===== config.mk =====
export PLATFORM = sky130hd
export DESIGN_NAME = normalize_pack
export DESIGN_NICKNAME = d
export VERILOG_FILES = /design/src/rtl/normalize_pack.sv
export SDC_FILE = /design/constraint.sdc
export NUM_CORES = 1
export LEC_CHECK = 0
export BUFFER_PORTS_ARGS = -buffer_cell sky130_fd_sc_hd__buf_2
export CAP_MARGIN = 20
export CORE_AREA = 4 4 80 82
export DETAILED_ROUTE_END_ITERATION = 10
export DIE_AREA = 0 0 84 86
export PLACE_DENSITY = 0.63
export SYNTH_ARGS = -nofsm -noshare
export SYNTH_HDL_FRONTEND = slang
export SYNTH_SLANG_ARGS = --single-unit

===== constraint.sdc =====
create_clock -name clk -period 2.6 [get_ports clk]
set_input_delay 0.13 -clock clk [delete_from_list [all_inputs] [get_ports clk]]
set_output_delay 0.13 -clock clk [all_outputs]
set_load 0.005 [all_outputs]

===== src/rtl/normalize_pack.sv =====
`default_nettype none
// ============================================================================
//  Module      : normalize_pack
//  Description : Post add/sub stage of the binary16 FP adder. Accepts the raw
//                MW+1 bit mantissa sum, result sign and common aligned
//                exponent. It normalises one bit per cycle, then packs an
//                IEEE-754 binary16 word with truncation. It handles
//                carry-out, cancellation, subnormal, zero and overflow.
//  Ports       : clk, rst            - clock (rising edge), async active-high reset
//                i_in_valid/o_in_ready   - upstream handshake (ready only in IDLE)
//                i_res_sign, i_m_sum, i_exp_in - operands from the add/sub stage
//                o_out_valid/i_out_ready - downstream handshake
//                o_result            - {sign, exp[EW-1:0], frac[MW-2:0]}
//                o_out_ovf           - result saturated to +/-Inf
//                o_out_zero          - result is exact zero
//  Revision    : 1.0 - initial release
// ============================================================================
module normalize_pack #(
    parameter int MW = 11,
    parameter int EW = 5
) (
    input  logic             clk,
    input  logic             rst,
    input  logic             i_in_valid,
    output logic             o_in_ready,
    input  logic             i_res_sign,
    input  logic [MW:0]      i_m_sum,
    input  logic [EW-1:0]    i_exp_in,
    output logic             o_out_valid,
    input  logic             i_out_ready,
    output logic [EW+MW-1:0] o_result,
    output logic             o_out_ovf,
    output logic             o_out_zero
);

    typedef enum logic [1:0] {
        S_IDLE = 2'd0,
        S_NORM = 2'd1,
        S_DONE = 2'd2
    } state_t;

    // Working exponent is one bit wider so a carry from exponent 30 reaches 31
    // (the Inf code) without wrapping.
    localparam logic [EW:0] c_E_ONE = (EW+1)'(1);
    localparam logic [EW:0] c_E_INF = {1'b0, {EW{1'b1}}};

    state_t            r_state;
    logic              r_s;
    logic [MW:0]       r_m;
    logic [EW:0]       r_e;
    logic              r_valid;
    logic [EW+MW-1:0]  r_result;
    logic              r_ovf;
    logic              r_zero;

    logic [EW:0]       w_exp_lat;
    logic              w_pack;

    // Exponent 0 encodes subnormals, whose effective exponent is 1.
    assign w_exp_lat = (i_exp_in == '0) ? c_E_ONE : {1'b0, i_exp_in};

    // Stop shifting once the hidden bit is set, nothing is left to normalise,
    // or the exponent floor is reached (result stays subnormal).
    assign w_pack = (r_m == '0) || r_m[MW-1] || (r_e == c_E_ONE);

    assign o_in_ready  = (r_state == S_IDLE);
    assign o_out_valid = r_valid;
    assign o_result    = r_result;
    assign o_out_ovf   = r_ovf;
    assign o_out_zero  = r_zero;

    always_ff @(posedge clk or posedge rst) begin
        if (rst) begin
            r_state  <= S_IDLE;
            r_s      <= 1'b0;
            r_m      <= '0;
            r_e      <= '0;
            r_valid  <= 1'b0;
            r_result <= '0;
            r_ovf    <= 1'b0;
            r_zero   <= 1'b0;
        end else begin
            case (r_state)
                S_IDLE: begin
                    if (i_in_valid) begin
                        r_s     <= i_res_sign;
                        r_m     <= i_m_sum;
                        r_e     <= w_exp_lat;
                        r_state <= S_NORM;
                    end
                end

                S_NORM: begin
                    if (r_m[MW]) begin
                        // Carry-out: renormalise right, LSB is truncated.
                        r_m <= r_m >> 1;
                        r_e <= r_e + c_E_ONE;
                    end else if (w_pack) begin
                        r_state <= S_DONE;
                        r_valid <= 1'b1;
                        if (r_m == '0) begin
                            // Exact cancellation yields +0 regardless of sign.
                            r_result <= '0;
                            r_zero   <= 1'b1;
                        end else if (r_e >= c_E_INF) begin
                            r_result <= {r_s, {EW{1'b1}}, {(MW-1){1'b0}}};
                            r_ovf    <= 1'b1;
                        end else if (r_m[MW-1]) begin
                            r_result <= {r_s, r_e[EW-1:0], r_m[MW-2:0]};
                        end else begin
                            r_result <= {r_s, {EW{1'b0}}, r_m[MW-2:0]};
                        end
                    end else begin
                        r_m <= {r_m[MW-1:0], 1'b0};
                        r_e <= r_e - c_E_ONE;
                    end
                end

                S_DONE: begin
                    // Result is kept after the handshake; only the flags drop.
                    if (i_out_ready) begin
                        r_valid <= 1'b0;
                        r_ovf   <= 1'b0;
                        r_zero  <= 1'b0;
                        r_state <= S_IDLE;
                    end
                end

                default: begin
                    r_state <= S_IDLE;
                    r_valid <= 1'b0;
                end
            endcase
        end
    end

endmodule
`default_nettype wire


# Word level (Yosys, flattened, before mapping)
# Cells that the tools add are included.
# word_totals
regBits	40
input_bits	22
out_inout_bits	20
elab_cells	70
# classes
addsub	2
n_lt_le_gt_ge	1
eq_ne	11
n_mux	30
bitwise	2
reduce_logical	15
# op_table
op	count
2-to-1 mux 12 bit	3
2-to-1 mux 15 bit	2
one-hot mux 12 bit (2 select lines)	1
2-to-1 mux 6 bit	3
2-to-1 mux 16 bit	1
!= test 2 bit, second input constant	7
logical NOT 12 bit	1
one-hot mux 6 bit (2 select lines)	1
2-to-1 mux 1 bit	10
2-to-1 mux 2 bit	4
AND reduction 4 bit	2
adder 6 x 1 -> 6 bit, second input constant	1
equality test 6 x 1 -> 1 bit, second input constant	1
greater-or-equal comparator 6 x 5 -> 1 bit, second input constant	1
one-hot mux 2 bit (3 select lines)	1
AND reduction 3 bit	2
AND reduction 6 bit	1
subtractor 6 x 1 -> 6 bit, second input constant	1
logical NOT 5 bit	1
2-to-1 mux 5 bit	1
AND reduction 5 bit	1
one-hot mux 1 bit (2 select lines)	2
AND reduction 2 bit	2
nonzero test 2 bit	2
other kinds (7)	9

# Logic depth before layout (Yosys ltp)
# logic_depth
ltp_word	6
depth_mapped	8
ltp_nobuf	7

# Least setup slack after synthesis
# Ideal clock, no wire load.
# synth_timing
path_type	flip-flop to flip-flop
start	register r_e[1]
end	register r_e[5]
setup_time_ns	0.076
arrival_time_ns	1.714
required_time_ns	2.524
setup_slack_ns	0.809
stages_incl_launch_ff	8
synth_period_minus_slack_ns	1.791
cell_sequence	dfrtp_1 inv_1 ha_1 nor2b_1 a211oi_4 a21oi_4 or4_1 o21ai_1
# synth_via
elab_chain_len	4
elab_cells_between_ends	9
cone_classes	2 x add/sub; 2 x eq/ne; 3 x mux; 2 x reduce/logical
# synth_rtl
item	line	text
start: declaration	50	logic [EW:0] r_e;
start signal: assignment	88	r_e <= w_exp_lat;
start signal: assignment	97	r_e <= r_e + c_E_ONE;
start signal: assignment	115	r_e <= r_e - c_E_ONE;
subtractor 6 x 1 -> 6 bit or equality test 6 x 1 -> 1 bit (tied branches)	115, 64	
2-to-1 mux 6 bit or logical OR 1 bit (tied branches)	98, 64	
2-to-1 mux 6 bit or != test 3 bit (tied branches)	n/a	
one-hot mux 6 bit (2 select lines) or AND reduction 3 bit (tied branches)	n/a	
# Parallel ways exist; a longest one is shown, timed or not. The select of a mux whose other input is x is not followed.
# A chain may end at the register's enable or synchronous reset.

# Worst setup path after layout
# layout_timing
start	register r_m[10]
end	register r_m[1]
# layout_via
elab_chain_len	5
# layout_rtl
item	line	text
start: declaration	49	logic [MW:0] r_m;
start signal: assignment	87	r_m <= i_m_sum;
start signal: assignment	96	r_m <= r_m >> 1;
start signal: assignment	114	r_m <= {r_m[MW-1:0], 1'b0};
logical NOT 12 bit	64	assign w_pack = (r_m == '0) || r_m[MW-1] || (r_e == c_E_ONE);
logical OR 1 bit (*) (2 in a row)	64	
!= test 3 bit (no source line) (*)	n/a	
AND reduction 3 bit (no source line) (*)	n/a	
# Mark *: on every way between the ends. The rest lies on a longest branch, timed or not.

==> reports/results.ini <==
[floorplan]
die_y_um=86
fp.dieArea_um2=7220
num_rows=28
ios=42
die_w_um=84
fp.coreArea_um2=5750
start_util_pct=38.6

[sta]
hold_viol=0
tns_ns=0
slew_headroom_pct=40.8
layout_setup_ws_ns=0.413
period_minus_slack_ns=2.19
fmax_mhz=457
skew_ns=0.00506
setup_viol=0
drv_slew=0
rsz0062_at_grt=no
worst_pin_slew_ns=0.887
fin_crit_sh_pct=84.1

[final_layout]
antennaDiodeCount=0
drive_above_1_share_pct=24.8
fin_cells=361
fillCellCount=601
area_growth_pct=14.4
layout.nets=310

[global_routing]
grt_overflow=0
first_global_vias=1734
grt_start_max_net_pins=29
antenna_found_initial=0
grt_pass1_wl_mm=8.86
track_usage_pct=15.1

[detailed_routing]
ant_nets=0
met3WireLength_um=275
wl_met1_mm=2.50
top_layer_used=met4
vias_per_cell=5.23
met2_wirelength_mm=2.39
drt_first_iter_violations=181
wl_mm=5.26
route.detailed.drc=0
dr.pass1.iters=4
post_drt_wl_per_cell_um=14.6
num_vias=1889

[flow_run]
drv_cap=0

[placement]
dpl_worst_slack_ns=0.439
dp_cells=353
place.gp.congestion=0.827
dp.final_hpwl_mm=3.82
io_buffer_count=41

[synth]
ys_warn_count=0
synthCells=249
synth_flop_cell=dfrtp_1
syn_nets=274
async_flop_share_pct=100
ys_types=44
avgSynthCellArea_um2=8.91
yosysTopAreaCellShare_pct=45.1
yosys-top-cells-area=dfrtp_1 45%, nand2_1 8.3%, o21ai_0 4.1%
synth_top_cell_by_area=dfrtp_1
syn_area_um2=2220
synth_edf_count=0
ys_ff_latch=40
ys_seq_area_share_pct=45.1

[pwr]
ir_drop_uv=443
power_leakage_uw=0.00120
power_uw=3310
powerDensity_nw_per_um2=1300

[cts]
cts_buffer_depth=2
cts_htree_levels=2
cts_resized=0
hold_buffers=0
insertion_delay_ns=0.30
path_clk_slew_ns=0.08
clockRootBuffer=clkbuf_8
tritoncts=yes
cts.sinks=40
post_cts_buffers=0
cts-buffers-inserted=5

[setup_path]
path_max_fanout=23
criticalPathCategory=flip-flop to flip-flop
worst_setup_path_start_kind=flip-flop
critPathSlowestCell=dfrtp_1
critical_path_arrival_ns=2.39
cp.required_ns=2.80
crit_path_end_kind=flip-flop
critPathMaxStageDelay_ns=0.54
crit_chain=nor4_2, nand3_1, a21oi_4, buf_4, nand2_1, o31ai_1

[run_status]
status=complete, no violations

[worst_hold_path]
hold_class=input port to async pin

-- area by class of cell --
class,count,area [um2],share of cell area [%]
multi-input cells,183,1070,42.2
inverters,7,26.3,1.04
repair buffers,48,258,10.2
clock inverters,3,18.8,0.740
clock buffers,5,68.8,2.71
flip-flops and latches,40,1000,39.4
well taps,75,93.8,3.70
-- synthesized netlist by cell type (2+ instances only) --
master     count
a2bb2oi_1      2
buf_4          5
buf_2          5
o31ai_2        2
o21ai_1        4
dfrtp_1       40
nor4_2         3
a22oi_1        2
o22ai_1        2
buf_6          3
inv_1          6
o31ai_1       11
o21ai_0       18
clkbuf_1       5
nor2_1        24
nand4_1        2
nand2_1       49
nor2b_1       12
a21oi_1       17
ha_1           3
and3_1         3
mux2_2         2
a221oi_1       8
-- cell families after synthesis --
group,after synthesis,synth area share (%)
AOI/OAI and AO/OA,76,23.6
xor gates and xnor gates,1,0.395
adders and majority gates,3,1.69
buffers and inverters,26,6.60
DFF,40,45.1
muxes,2,1.02
and+or+nand+nor,101,21.5
-- through the flow --
stage	hold slack, ns	utilization, %	cell area (um2)
floorplan	0.280	-	2220
global placement	0.364	42.6	2450
detailed placement	0.355	42.6	2450
CTS	0.0390	44.2	2540
global route	0.0734	44.2	2540
finish	0.00833	44.2	2540
-- flip-flops by register name, indices dropped and copies added, names as in the netlist --
| register | flops |
|---|---|
| r_state | 2 |
| r_e | 6 |
| o_out_valid | 1 |
| r_m | 12 |
| o_out_zero | 1 |
| r_s | 1 |
| o_result | 16 |
| o_out_ovf | 1 |
-- cells in the final DEF (no fill, tap or decap), drive strengths merged, types with 4 or more instances in the layout --
master	synthesis	routed
a21oi	19	19
a221oi	8	8
buf	13	48
clkbuf	6	5
dfrtp	40	40
inv	7	7
nand2	49	49
nor2	24	24
nor2b	12	12
nor4	4	4
o21ai	23	23
o31ai	13	13
-- report_power, final --
| group | total (uW) | internal [uW] | switching, uW |
|---|---|---|---|
| Sequential | 1230 | 906 | 328 |
| Combinational | 1650 | 694 | 958 |
| Clock | 420 | 187 | 233 |
-- critical path: cells and delay by family, from the launching register on --
| family | cells | cell delay, ns |
|---|---|---|
| simple gates | 3 | 0.65 |
| flops | 1 | 0.54 |
| compound gates | 2 | 0.61 |
| buf+inv | 1 | 0.28 |
-- final timing paths --
| check | slack [ns] | cells after the start | from | endpoint |
|---|---|---|---|---|
| hold reg to reg | 0.48 | 2 | o_result[1]$_DFFE_PP0P_ | o_result[1]$_DFFE_PP0P_ |
| setup / recovery | 0.41 | 6 | r_m[10]$_DFFE_PP0P_ | r_m[1]$_DFFE_PP0P_ |
| min in group clk | 0.06 | 2 | i_res_sign | r_s$_DFFE_PP0P_ |
| hold / removal | 0.008 | 2 | rst | r_s$_DFFE_PP0P_ |
| max in group asynchronous | 1.88 | 3 | rst | r_e[1]$_DFFE_PP0P_ |
| setup reg to reg | 0.41 | 6 | r_m[10]$_DFFE_PP0P_ | r_m[1]$_DFFE_PP0P_ |
-- per-layer routing --
layer | GRT usage (%) | vias to the layer above
li1 | - | 946
met5 | 0 | -
met4 | 5.26 | 0
met1 | 22.0 | 888
met3 | 2.88 | 10
met2 | 22.5 | 45
No activity file was read; power rests on OpenSTA's default activity.
